`src/rtl/branch_resolve_queue.sv`:
```
// In-order queue of in-flight branches between fetch and execute.
// Emits predictor updates on resolution and a fetch redirect plus flush on a mispredict.
module branch_resolve_queue #(
  parameter int unsigned W_BRID = 2,
  parameter int unsigned W_ADDR = 32,
  parameter int unsigned DEPTH  = 4,
  parameter int unsigned W_PTR  = 2
) (
  input  logic              clk,
  input  logic              reset,
  input  logic              push_v_i,
  input  logic              push_pred_i,
  input  logic [W_BRID-1:0] push_pred_id_i,
  input  logic [W_ADDR-1:0] push_fallthru_i,
  input  logic [W_ADDR-1:0] push_target_i,
  output logic              full_o,
  input  logic              res_v_i,
  input  logic              res_taken_i,
  output logic              upd_v_o,
  output logic              upd_branch_o,
  output logic [W_BRID-1:0] upd_branch_id_o,
  output logic              redirect_o,
  output logic [W_ADDR-1:0] redirect_pc_o,
  output logic [W_PTR:0]    count_o,
  output logic              err_o
);

  localparam int unsigned W_CNT = W_PTR + 1;

  logic              pred_mem [DEPTH];
  logic [W_BRID-1:0] id_mem   [DEPTH];
  logic [W_ADDR-1:0] ft_mem   [DEPTH];
  logic [W_ADDR-1:0] tgt_mem  [DEPTH];

  logic [W_PTR-1:0]  rd_q, rd_d, wr_q, wr_d;
  logic [W_CNT-1:0]  cnt_q, cnt_d;
  logic              full_q, full_d;
  logic              err_q, err_d;
  logic              upd_v_q, upd_v_d;
  logic              upd_br_q, upd_br_d;
  logic [W_BRID-1:0] upd_id_q, upd_id_d;
  logic              redir_q, redir_d;
  logic [W_ADDR-1:0] rpc_q, rpc_d;

  logic              pop, mispred, wr_en;

  // A mispredict squashes any same-cycle push: it is on the wrong path.
  always_comb begin
    pop     = res_v_i & (cnt_q != '0);
    mispred = pop & (pred_mem[rd_q] != res_taken_i);
    wr_en   = push_v_i & ~full_q & ~mispred;
  end

  always_comb begin
    rd_d     = rd_q;
    wr_d     = wr_q;
    cnt_d    = cnt_q;
    err_d    = err_q;
    upd_v_d  = 1'b0;
    upd_br_d = upd_br_q;
    upd_id_d = upd_id_q;
    redir_d  = 1'b0;
    rpc_d    = rpc_q;

    if (wr_en) wr_d = wr_q + W_PTR'(1);

    if (mispred) begin
      rd_d  = wr_q;
      cnt_d = '0;
    end else begin
      if (pop) rd_d = rd_q + W_PTR'(1);
      cnt_d = cnt_q + W_CNT'(wr_en) - W_CNT'(pop);
    end
    full_d = (cnt_d == W_CNT'(DEPTH));

    if (pop) begin
      upd_v_d  = 1'b1;
      upd_br_d = res_taken_i;
      upd_id_d = id_mem[rd_q];
    end
    if (mispred) begin
      redir_d = 1'b1;
      rpc_d   = res_taken_i ? tgt_mem[rd_q] : ft_mem[rd_q];
    end

    if ((push_v_i & full_q & ~mispred) | (res_v_i & ~pop)) err_d = 1'b1;
  end

  always_ff @(posedge clk or negedge reset) begin
    if (!reset) begin
      rd_q     <= '0;
      wr_q     <= '0;
      cnt_q    <= '0;
      full_q   <= 1'b0;
      err_q    <= 1'b0;
      upd_v_q  <= 1'b0;
      upd_br_q <= 1'b0;
      upd_id_q <= '0;
      redir_q  <= 1'b0;
      rpc_q    <= '0;
    end else begin
      rd_q     <= rd_d;
      wr_q     <= wr_d;
      cnt_q    <= cnt_d;
      full_q   <= full_d;
      err_q    <= err_d;
      upd_v_q  <= upd_v_d;
      upd_br_q <= upd_br_d;
      upd_id_q <= upd_id_d;
      redir_q  <= redir_d;
      rpc_q    <= rpc_d;
    end
  end

  // Payload storage needs no reset; validity is tracked by the pointers.
  always_ff @(posedge clk) begin
    if (wr_en) begin
      pred_mem[wr_q] <= push_pred_i;
      id_mem[wr_q]   <= push_pred_id_i;
      ft_mem[wr_q]   <= push_fallthru_i;
      tgt_mem[wr_q]  <= push_target_i;
    end
  end

  assign full_o          = full_q;
  assign count_o         = cnt_q;
  assign err_o           = err_q;
  assign upd_v_o         = upd_v_q;
  assign upd_branch_o    = upd_br_q;
  assign upd_branch_id_o = upd_id_q;
  assign redirect_o      = redir_q;
  assign redirect_pc_o   = rpc_q;

endmodule

```
`config.mk`:
```
export PLATFORM = sky130hd
export DESIGN_NAME = branch_resolve_queue
export DESIGN_NICKNAME = d
export VERILOG_FILES = /design/src/rtl/branch_resolve_queue.sv
export SDC_FILE = /design/constraint.sdc
export NUM_CORES = 1
export LEC_CHECK = 0
export CORE_MARGIN = 2
export CORE_UTILIZATION = 30
export DETAILED_ROUTE_END_ITERATION = 10
export GPL_TIMING_DRIVEN = 0
export SLEW_MARGIN = 20
export SYNTH_ARGS = -nofsm -noshare
export SYNTH_HDL_FRONTEND = slang
export SYNTH_SLANG_ARGS = --single-unit
```
`constraint.sdc`:
```
create_clock -name clk -period 4.66 [get_ports clk]
set_clock_uncertainty 0.15 [all_clocks]
set_input_delay 0.932 -clock clk [delete_from_list [all_inputs] [get_ports clk]]
set_output_delay 0.932 -clock clk [all_outputs]
set_load 0.1 [all_outputs]
```
==> impl_metrics.sql, run 1 <==
INSERT INTO impl_metrics (metric_group, metric, value, unit) VALUES
('run_status', 'status', 'complete, no violations', ''),
('grt', 'grt_antenna_before_repair', '2', ''),
('clock_tree', 'cts_resized', '0', ''),
('finish', 'layout_common_cells', '268 x edfxtp_1, 111 x clkdlybuf4s50_1, 67 x mux4_2, 65 x a21oi_1, 46 x dfrtp_1', ''),
('power', 'worst_case_vdd_ir_drop', '0.2559', 'mV'),
('power', 'total_power', '10.66', 'mW'),
('finish', 'layout.cells.most_common', 'edfxtp_1', ''),
('logic_synthesis', 'ys.flop_type', 'edfxtp_1', ''),
('worst_setup_path', 'critPathCaptureType', 'flip-flop', ''),
('clock_tree', 'tritoncts.num_buffers', '35', ''),
('worst_setup_path', 'cp_cell_sequence', 'clkdlybuf4s50_1 > nand2b_1 > buf_2 > inv_1 > clkbuf_1 > ha_1 > inv_1 > ha_1 > inv_1 > fa_1 > xor2_1 > xnor2_1 > nor4b_2', ''),
('worst_setup_path', 'cp_common_cell', 'inv_1', ''),
('sta', 'slew_violations', '0', ''),
('worst_setup_path', 'cp_num_buf_inv', '6', ''),
('run', 'max_cap_viols', '0', ''),
('grt', 'grt_pass1_wl', '39.06', 'mm'),
('clock_tree', 'htree_levels', '2', ''),
('sta', 'finalCriticalPeriod', '3.515', 'ns'),
('worst_setup_path', 'worstPathMaxFanout', '11', ''),
('logic_synthesis', 'synth.lib_cells_used.distinct', '31', ''),
('worst_setup_path', 'crit_slowest_cell', 'clkdlybuf4s50_1', ''),
('logic_synthesis', 'complex_gate_fraction_of_the_synthesized_area', '3.037', '%'),
('floorplan', 'design.portCount', '114', ''),
('sta', 'report.final.setup_viol', '0', ''),
('finish', 'final_layout_size_suffix_gt1_share', '20.86', '%'),
('placement', 'post-dp-hpwl', '16.28', 'mm'),
('logic_synthesis', 'simple_gate_share_of_the_synthesized_area', '1.145', '%'),
('worst_setup_path', 'critical_path.top_delay_family', 'buffers and inverters', ''),
('logic_synthesis', 'synth_seq_area_share', '77.25', '%'),
('worst_setup_path', 'worst-setup-path-type', 'primary input to flip-flop', ''),
('sta', 'finalHoldViolCount', '0', ''),
('logic_synthesis', 'netlist_area', '0.01191', 'mm²'),
('floorplan', 'initial_util', '30.60', '%'),
('drt', 'drtAntennaViolNets', '0', ''),
('finish', 'multi_input_area', '0.002506', 'mm²'),
('sta', 'final.period_utilization', '75.43', '%'),
('logic_synthesis', 'post_synth_xor_area_fraction', '0.4413', '%'),
('finish', 'finalCoreUtilization', '38.51', '%'),
('finish', 'stdcell_count', '1261', ''),
('floorplan', 'die_h', '203.2', 'µm'),
('sta', 'fmax', '0.2845', 'GHz'),
('finish', 'n_antenna_cell', '0', ''),
('clock_tree', 'cts_num_sinks', '314', ''),
('clock_tree', 'cts.reportedPaths.clkPinSlew', '0.06', 'ns'),
('worst_setup_path', 'crit_path_max_incr_delay', '0.50', 'ns'),
('sta', 'slew_at_the_pin_with_the_worst_max_slew_slack', '1.010', 'ns'),
('grt', 'gr_ovfl_total', '0', ''),
('logic_synthesis', 'combinational_family_with_the_most_area_after_synthesis', 'multiplexers', ''),
('logic_synthesis', 'postSynthNetCount', '642', ''),
('logic_synthesis', 'async_flop_share', '14.65', '%'),
('finish', 'area.sequential', '0.009199', 'mm²'),
('sta', 'slew-limit-headroom', '32.48', '%'),
('logic_synthesis', 'synthesis.instances', '563', ''),
('drt', 'via_count', '5837', ''),
('worst_setup_path', 'cp.arrival', '3.77', 'ns'),
('power', 'cellPowerDensity', '711.4', 'mW/mm²'),
('logic_synthesis', 'yosys-mux-area-fraction', '15.46', '%'),
('floorplan', 'design.core.area', '0.03892', 'mm²'),
('floorplan', 'floorplan.die.width', '203.2', 'µm'),
('clock_tree', 'cts_root_buf', 'clkbuf_16', ''),
('drt', 'drtPass1Iterations', '6', ''),
('placement', 'globalplace.congestion', '0.6756', ''),
('clock_tree', 'worstSkewPairLatency', '0.51', 'ns'),
('worst_setup_path', 'critical_path_required', '4.91', 'ns'),
('placement', 'place_inst', '1197', ''),
('clock_tree', 'buffers_inserted_by_post_cts_timing_repair', '0', ''),
('grt', 'pin_count_of_the_biggest_net_entering_global_routing', '47', ''),
('drt', 'drt_iter0_markers', '416', ''),
('clock_tree', 'cts_tree', 'built', ''),
('finish', 'final_nets', '795', ''),
('floorplan', 'core.rowCount', '72', '');
[flip-flops by register name (all words and copies together) (netlist names), 2 cells and up]
register,count
count_o,3
ft_mem,128
id_mem,8
pred_mem,4
rd_q,2
redirect_pc_o,32
tgt_mem,128
upd_branch_id_o,2
wr_q,2
[kinds of logic after synthesis]
| logic type | after synthesis |
|---|---|
| mux | 100 |
| xor+xnor | 6 |
| flops | 314 |
| buf+inv | 39 |
| simple gates | 27 |
| compound gates | 70 |
| fa+ha+maj | 7 |
[worst reg2reg max path: stages, from the launching register on]
cell      delay (ns)
dfrtp_1         0.43
nor3_1          0.25
nand2b_1        0.14
buf_2           0.22
inv_1           0.11
clkbuf_1        0.30
ha_1            0.38
inv_1           0.05
ha_1            0.12
inv_1           0.05
fa_1            0.40
xor2_1          0.16
xnor2_1         0.15
nor4b_2         0.21
[report_power, final]
group | switching (mW) | leakage [nW] | internal (mW)
Clock | 1.08 | 0.570 | 1.70
Combinational | 2.61 | 1.51 | 1.33
Sequential | 0.224 | 2.97 | 3.73
[synthesized netlist by cell type (2+ instances only)]
cell	number	area [µm²]
a21oi_1	65	325.3
and3_1	4	25.02
buf_2	13	65.06
buf_6	8	90.09
clkbuf_1	10	37.54
dfrtp_1	46	1151
edfxtp_1	268	8048
ha_1	6	75.07
inv_1	6	22.52
mux2i_1	32	320.3
mux4_2	67	1509
nand2_1	12	45.04
nor2_1	3	11.26
nor3_1	2	10.01
xnor2_1	3	26.28
xor2_1	3	26.28
[per-stage QoR]
| step | area [µm²] | hold slack [ns] |
|---|---|---|
| floorplan | 11910 | 0.3655 |
| global placement | 13680 | 0.3007 |
| detailed placement | 13800 | 0.3092 |
| CTS | 14990 | 0.3227 |
| global route | 14990 | 0.3407 |
| finish | 14990 | 0.3167 |
[cell type report]
cell class	instances	share of cell area [%]
Buffer	32	1.311
Clock buffer	46	6.462
Tap cell	518	4.325
Clock inverter	18	1.419
Sequential cell	314	61.38
Timing Repair Buffer	116	8.199
Multi-Input combinational cell	210	16.72
Inverter	7	0.1753
[layer usage]
metal	GRT usage [%]	routed length, µm	vias to the layer above
li1	-	-	2610
met3	3.068	1441	41
met2	21.76	13140	157
met1	16.60	11210	3025
met5	0	29	-
met4	3.180	445	4
[worst paths after layout]
kind                             from                  to  slack [ns]  depth (start not counted)
max                           res_v_i              full_o        1.14                         13
min                             err_o               err_o        0.32                          1
max reg2reg                count_o[1]              full_o        1.43                         13
min reg2reg                     err_o               err_o        0.32                          1
max in group asynchronous       reset    redirect_pc_o[5]        3.57                          1
min in group asynchronous       reset  upd_branch_id_o[1]        0.33                          1
Power figures use the tool's default switching activity.
==> run 2: changes to the inputs <==
==> constraint.sdc (replaced) <==
create_clock -name clk -period 3.6 [get_ports clk]
set_clock_uncertainty 0.15 [all_clocks]
set_input_delay 0.72 -clock clk [delete_from_list [all_inputs] [get_ports clk]]
set_output_delay 0.72 -clock clk [all_outputs]
set_load 0.1 [all_outputs]
==> impl_metrics.sql, run 2 (synthesized netlist as in run 1, its figures left out) <==
INSERT INTO impl_metrics (metric_group, metric, value, unit) VALUES
('run_status', 'status', 'complete, no violations', ''),
('worst_setup_path', 'cp_common_cell', 'inv_1', ''),
('drt', 'met3RoutedLength', '1.540', 'mm'),
('drt', 'drtPass1Iterations', '4', ''),
('sta', 'hold_ws', '0.3097', 'ns'),
('power', 'total_power', '13.66', 'mW'),
('worst_setup_path', 'crit_slowest_cell', 'clkdlybuf4s50_1', ''),
('sta', 'slew_at_the_pin_with_the_worst_max_slew_slack', '1.042', 'ns'),
('power', 'cellPowerDensity', '914.4', 'mW/mm²'),
('drt', 'routed_wirelength', '26.52', 'mm'),
('grt', 'gr_ovfl_total', '0', ''),
('clock_tree', 'cts.reportedPaths.clkPinSlew', '0.06', 'ns'),
('power', 'worst_case_vdd_ir_drop', '0.3132', 'mV'),
('worst_setup_path', 'worstPathMaxFanout', '11', ''),
('floorplan', 'design.core.area', '0.03892', 'mm²'),
('sta', 'final.period_utilization', '91.28', '%'),
('placement', 'post-dp-hpwl', '16.47', 'mm'),
('drt', 'drt_iter0_markers', '319', ''),
('power', 'cellLeakagePower', '5.028', 'nW'),
('drt', 'met2_layer_wire_length_in_the_routed_design', '12.64', 'mm'),
('drt', 'drtAntennaViolNets', '0', ''),
('floorplan', 'initial_util', '30.60', '%'),
('worst_setup_path', 'critical_path.top_delay_family', 'buffers and inverters', ''),
('sta', 'slew-limit-headroom', '30.33', '%'),
('worst_hold_path', 'worst_hold_path_type', 'flip-flop to flip-flop', ''),
('drt', 'total_drc_errors_in_the_routed_layout', '0', ''),
('grt', 'pin_count_of_the_biggest_net_entering_global_routing', '42', ''),
('worst_setup_path', 'critPathCaptureType', 'flip-flop', ''),
('finish', 'layout_common_cells', '268 x edfxtp_1, 111 x clkdlybuf4s50_1, 67 x mux4_2, 65 x a21oi_1, 46 x dfrtp_1', ''),
('finish', 'final_nets', '796', ''),
('floorplan', 'core.rowCount', '72', ''),
('grt', 'grt_pass1_vias', '6089', ''),
('sta', 'finalHoldViolCount', '0', ''),
('drt', 'drt-vias-per-instance', '4.612', ''),
('sta', 'finalCriticalPeriod', '3.286', 'ns'),
('placement', 'post_dp_cell_area', '0.01382', 'mm²'),
('placement', 'dp_slack', '-0.2087', 'ns'),
('drt', 'detail_route.wl_per_cell', '21.03', 'µm'),
('run', 'max_cap_viols', '0', ''),
('worst_setup_path', 'critical_path_required', '3.85', 'ns'),
('finish', 'stdcell_count', '1261', ''),
('finish', 'layout.cells.most_common', 'edfxtp_1', ''),
('clock_tree', 'worstSkewPairLatency', '0.50', 'ns'),
('floorplan', 'fp.dieArea', '0.04130', 'mm²'),
('floorplan', 'floorplan.die.width', '203.2', 'µm'),
('clock_tree', 'buffers_inserted_by_post_cts_timing_repair', '0', ''),
('placement', 'io_buffers', '112', ''),
('sta', 'rsz0062_at_grt', 'no', ''),
('floorplan', 'die_h', '203.2', 'µm'),
('worst_setup_path', 'crit_path_max_incr_delay', '0.50', 'ns'),
('finish', 'finalCoreUtilization', '38.39', '%'),
('clock_tree', 'clock_path_buffers', '3', ''),
('clock_tree', 'cts_root_buf', 'clkbuf_16', ''),
('drt', 'via_count', '5816', ''),
('clock_tree', 'tritoncts.num_buffers', '34', ''),
('worst_setup_path', 'worst-setup-path-type', 'primary input to flip-flop', ''),
('placement', 'globalplace.congestion', '0.6864', ''),
('worst_setup_path', 'cp.arrival', '3.54', 'ns'),
('finish', 'final_layout_size_suffix_gt1_share', '20.49', '%'),
('worst_setup_path', 'setup.worst_path.start_class', 'primary input', ''),
('finish', 'synthToLayoutAreaGrowth', '25.47', '%'),
('clock_tree', 'htree_levels', '2', ''),
('clock_tree', 'cts_tree', 'built', ''),
('worst_setup_path', 'cp_cell_sequence', 'clkdlybuf4s50_1 > nand2b_1 > buf_2 > inv_1 > clkbuf_1 > ha_1 > inv_1 > ha_1 > inv_1 > fa_1 > xor2_1 > xnor2_1 > nor4b_2', ''),
('clock_tree', 'cts_num_sinks', '314', ''),
('worst_setup_path', 'cp_num_buf_inv', '6', ''),
('finish', 'final_area', '0.01494', 'mm²'),
('drt', 'dr.max_layer_used', 'met5', ''),
('sta', 'report.final.setup_viol', '0', ''),
('sta', 'setup-tns-final', '0', 'ns'),
('grt', 'grt_antenna_before_repair', '3', ''),
('floorplan', 'design.portCount', '114', ''),
('drt', 'detail_route.wirelength.met1', '11.85', 'mm'),
('sta', 'slew_violations', '0', ''),
('placement', 'place_inst', '1198', ''),
('sta', 'fmax', '0.3043', 'GHz'),
('grt', 'grt_util_all_layers', '13.04', '%'),
('grt', 'grt_pass1_wl', '39.69', 'mm'),
('sta', 'worst_slack', '0.3138', 'ns');
run 2: layout make-up:
| class | count | area, µm² |
|---|---|---|
| flip-flops and latches | 314 | 9199 |
| repair buffers | 118 | 1251 |
| clock inverters | 12 | 142.6 |
| well taps | 518 | 648.1 |
| multi-input cells | 210 | 2506 |
| fillers | 3583 | 23980 |
| clock buffers | 49 | 968.4 |
| inverters | 7 | 26.28 |
| diodes | 1 | 2.502 |
| plain buffers | 32 | 196.4 |
run 2: worst register-to-register path, delay by kind of cell (launching register included):
family                     cells  cell delay [ns]
and+or+nand+nor                3             0.58
xor gates and xnor gates       2             0.32
DFF                            1             0.43
adders and majority gates      3             0.90
buffers and inverters          5             0.73
run 2: worst paths after layout:
| path | start | slack (ns) | endpoint | cells after the start |
|---|---|---|---|---|
| worst max-delay path | res_v_i | 0.31 | full_o | 13 |
| worst min-delay path | err_o | 0.31 | err_o | 1 |
| worst max register to register | count_o[1] | 0.40 | full_o | 13 |
| worst min register to register | err_o | 0.31 | err_o | 1 |
| max in group asynchronous | reset | 2.27 | redirect_pc_o[1] | 3 |
| min in group asynchronous | reset | 0.51 | upd_branch_id_o[0] | 2 |
run 2: metal layers:
| metal | track usage [%] | vias to the layer above |
|---|---|---|
| met5 | 0 | - |
| met4 | 3.050 | 4 |
| met3 | 3.452 | 41 |
| met2 | 21.10 | 128 |
| met1 | 17.64 | 3042 |
| li1 | - | 2601 |
run 2: timing repair:
| action | in CTS | in global routing |
|---|---|---|
| hold buffers | 1 | 0 |
| gates resized for setup | 0 | 0 |
| hold endpoints to repair | 18 | 0 |
run 2: where the power goes:
| group | internal [mW] | total, mW | switching, mW |
|---|---|---|---|
| Clock | 2.09 | 3.44 | 1.35 |
| Combinational | 1.72 | 5.12 | 3.41 |
| Sequential | 4.82 | 5.10 | 0.273 |
| Total | 8.63 | 13.7 | 5.03 |
==> run 3: changes to the inputs <==
--- a/config.mk
+++ b/config.mk
@@ -6,9 +6,10 @@
 export NUM_CORES = 1
 export LEC_CHECK = 0
 export CORE_MARGIN = 2
-export CORE_UTILIZATION = 30
+export CORE_UTILIZATION = 55
 export DETAILED_ROUTE_END_ITERATION = 10
 export GPL_TIMING_DRIVEN = 0
+export PLACE_DENSITY = 0.77
 export SLEW_MARGIN = 20
 export SYNTH_ARGS = -nofsm -noshare
 export SYNTH_HDL_FRONTEND = slang
==> impl_metrics.sql, run 3 (synthesized netlist as in run 1, its figures left out) <==
INSERT INTO impl_metrics (metric_group, metric, value, unit) VALUES
('run_status', 'status', 'complete, no violations', ''),
('power', 'p_sw_share', '37.18', '%'),
('floorplan', 'design.portCount', '114', ''),
('drt', 'via_count', '5925', ''),
('drt', 'routed_wirelength', '24.37', 'mm'),
('power', 'worst_case_vdd_ir_drop', '0.8777', 'mV'),
('clock_tree', 'worstSkewPairLatency', '0.55', 'ns'),
('placement', 'post_dp_cell_area', '0.01347', 'mm²'),
('power', 'net-switching-power', '4.966', 'mW'),
('sta', 'finalCriticalPeriod', '3.300', 'ns'),
('sta', 'slew_at_the_pin_with_the_worst_max_slew_slack', '1.005', 'ns'),
('clock_tree', 'cts_root_buf', 'clkbuf_16', ''),
('worst_setup_path', 'crit_slowest_cell', 'clkdlybuf4s50_1', ''),
('sta', 'fmax', '0.3031', 'GHz'),
('drt', 'drtAntennaViolNets', '0', ''),
('grt', 'busiest_layer', 'met2', ''),
('sta', 'report.final.setup_viol', '0', ''),
('sta', 'rsz0062_at_grt', 'no', ''),
('power', 'total_power', '13.36', 'mW'),
('floorplan', 'design.core.area', '0.02115', 'mm²'),
('power', 'power_frac_comb', '37.9', '%'),
('finish', 'layout_common_cells', '268 x edfxtp_1, 111 x clkdlybuf4s50_1, 67 x mux4_2, 65 x a21oi_1, 46 x dfrtp_1', ''),
('sta', 'final.period_utilization', '91.66', '%'),
('clock_tree', 'cts.reportedPaths.clkPinSlew', '0.06', 'ns'),
('drt', 'drtPass1Iterations', '4', ''),
('floorplan', 'floorplan.die.width', '151.1', 'µm'),
('placement', 'post-dp-hpwl', '14.73', 'mm'),
('worst_hold_path', 'worst_hold_path_type', 'primary input to async pin', ''),
('placement', 'io_buffers', '112', ''),
('grt', 'met3_resource_use_gr', '3.313', '%'),
('finish', 'n_antenna_cell', '0', ''),
('worst_setup_path', 'worst-setup-path-type', 'primary input to flip-flop', ''),
('drt', 'total_drc_errors_in_the_routed_layout', '0', ''),
('worst_setup_path', 'cp_common_cell', 'inv_1', ''),
('clock_tree', 'tritoncts.num_buffers', '31', ''),
('grt', 'grt_pass1_wl', '36.62', 'mm'),
('clock_tree', 'cts_tree', 'built', ''),
('clock_tree', 'htree_levels', '1', ''),
('power', 'cellPowerDensity', '922.0', 'mW/mm²'),
('worst_setup_path', 'setup.worst_path.start_class', 'primary input', ''),
('clock_tree', 'buffers_inserted_by_post_cts_timing_repair', '0', ''),
('grt', 'grt_util_all_layers', '21.90', '%'),
('worst_setup_path', 'worst_setup_path_startpoint', 'res_v_i', ''),
('power', 'p_int', '8.390', 'mW'),
('drt', 'drt-vias-per-instance', '5.861', ''),
('clock_tree', 'cts-hold-fix-buffers', '0', ''),
('grt', 'met1_layer_usage_reported_by_global_route', '29.23', '%'),
('finish', 'synthToLayoutAreaGrowth', '21.65', '%'),
('power', 'pwr-share-clk', '23.6', '%'),
('floorplan', 'die_h', '151.1', 'µm'),
('drt', 'drt_iter0_markers', '396', ''),
('grt', 'groute.layer.met2.usage', '38.50', '%'),
('worst_setup_path', 'worst_r2r_src', 'count_o[1]', ''),
('worst_setup_path', 'critical_path_required', '3.90', 'ns'),
('finish', 'final_area', '0.01449', 'mm²'),
('finish', 'layout.cells.most_common', 'edfxtp_1', ''),
('sta', 'slew-limit-headroom', '32.78', '%'),
('finish', 'final_nets', '791', ''),
('sta', 'slew_violations', '0', ''),
('clock_tree', 'cts_resized', '0', ''),
('floorplan', 'core.rowCount', '53', ''),
('placement', 'globalplace.congestion', '0.7173', ''),
('grt', 'gr_ovfl_total', '0', ''),
('grt', 'grt_antenna_before_repair', '0', ''),
('floorplan', 'initial_util', '56.29', '%'),
('sta', 'finalHoldViolCount', '0', ''),
('worst_setup_path', 'cp_cell_sequence', 'clkdlybuf4s50_1 > nand2b_1 > buf_2 > inv_1 > clkbuf_1 > ha_1 > inv_1 > ha_1 > inv_1 > fa_1 > xor2_1 > xnor2_1 > nor4b_2', ''),
('power', 'cellLeakagePower', '4.970', 'nW'),
('finish', 'final_layout_size_suffix_gt1_share', '20.52', '%'),
('floorplan', 'fp.dieArea', '0.02284', 'mm²'),
('worst_setup_path', 'crit_path_max_incr_delay', '0.51', 'ns'),
('worst_setup_path', 'cp.arrival', '3.60', 'ns'),
('grt', 'grt_pass1_vias', '6485', ''),
('power', 'power_frac_seq', '38.5', '%'),
('worst_setup_path', 'worstPathMaxFanout', '11', ''),
('grt', 'pin_count_of_the_biggest_net_entering_global_routing', '47', ''),
('worst_setup_path', 'critPathCaptureType', 'flip-flop', ''),
('clock_tree', 'clock_path_buffers', '3', ''),
('clock_tree', 'cts_num_sinks', '314', ''),
('drt', 'detail_route.wl_per_cell', '24.10', 'µm'),
('run', 'max_cap_viols', '0', '');
## run 3: changes by cell type in the layout (fill, tap and decap cells not counted), sizes merged
| cell | previous run | this run |
|---|---|---|
| bufinv | 3 | 2 |
| diode | 1 | 0 |
| clkbuf | 59 | 53 |
| inv | 8 | 7 |
| clkinv | 6 | 11 |
| clkinvlp | 2 | 1 |
| buf | 28 | 27 |
| dlygate4sd3 | 1 | 0 |
## run 3: power by group through the flow
stage / Sequential [mW] / Clock (mW) / Combinational [mW]
2_1_floorplan: 6.69 / 0 / 2.15
3_3_place_gp: 5.17 / 0 / 4.93
3_5_place_dp: 5.20 / 0 / 5.10
6_report: 5.14 / 3.15 / 5.07
5_1_grt: 5.19 / 3.35 / 5.34
4_1_cts: 5.14 / 3.20 / 5.12
## run 3: path summary, 6_finish.rpt
kind / to / slack [ns] / cells after the start
min reg2reg: err_o / 0.33 / 1
min in group clk: err_o / 0.33 / 1
max in group asynchronous: redirect_pc_o[29] / 2.75 / 1
max: full_o / 0.30 / 13
min: redirect_pc_o[17] / 0.07 / 1
max reg2reg: full_o / 0.32 / 13
## run 3: metrics by stage
step / hold slack (ns) / worst slack (ns) / utilization [%] / setup TNS, ns / std cells
after floorplan: 0.2744 / 0.1047 / - / 0 / 563
after global placement: 0.2976 / -0.1681 / 63.24 / -39.67 / 950
after detailed placement: 0.3040 / -0.2252 / 63.68 / -0.3878 / 954
after CTS: 0.07709 / 0.3267 / 68.47 / 0 / 1011
after global routing: 0.1087 / 0.1177 / 68.47 / 0 / 1011
final: 0.07195 / 0.3002 / 68.47 / 0 / 1011
## run 3: layout make-up
| cell class | instances | area, µm² |
|---|---|---|
| Sequential cell | 314 | 9199 |
| Fill cell | 1317 | 6669 |
| Multi-Input combinational cell | 210 | 2506 |
| Timing Repair Buffer | 116 | 1199 |
| Clock buffer | 43 | 890.9 |
| Tap cell | 275 | 344.1 |
| Buffer | 32 | 196.4 |
| Clock inverter | 14 | 123.9 |
| Inverter | 7 | 26.28 |
## run 3: metal layers
metal  up-vias  share of wire (%)
met5         -                  0
met3        34                6.7
met2       218                 52
li1       2579                  -
met1      3094                 39
met4         0                1.9
## run 3: critical path: cells and delay by family
family	cells	cell delay, ns
XOR/XNOR	2	0.31
buffers and inverters	6	1.43
adder cells (fa/ha/maj)	3	0.87
AND/OR/NAND/NOR	2	0.27
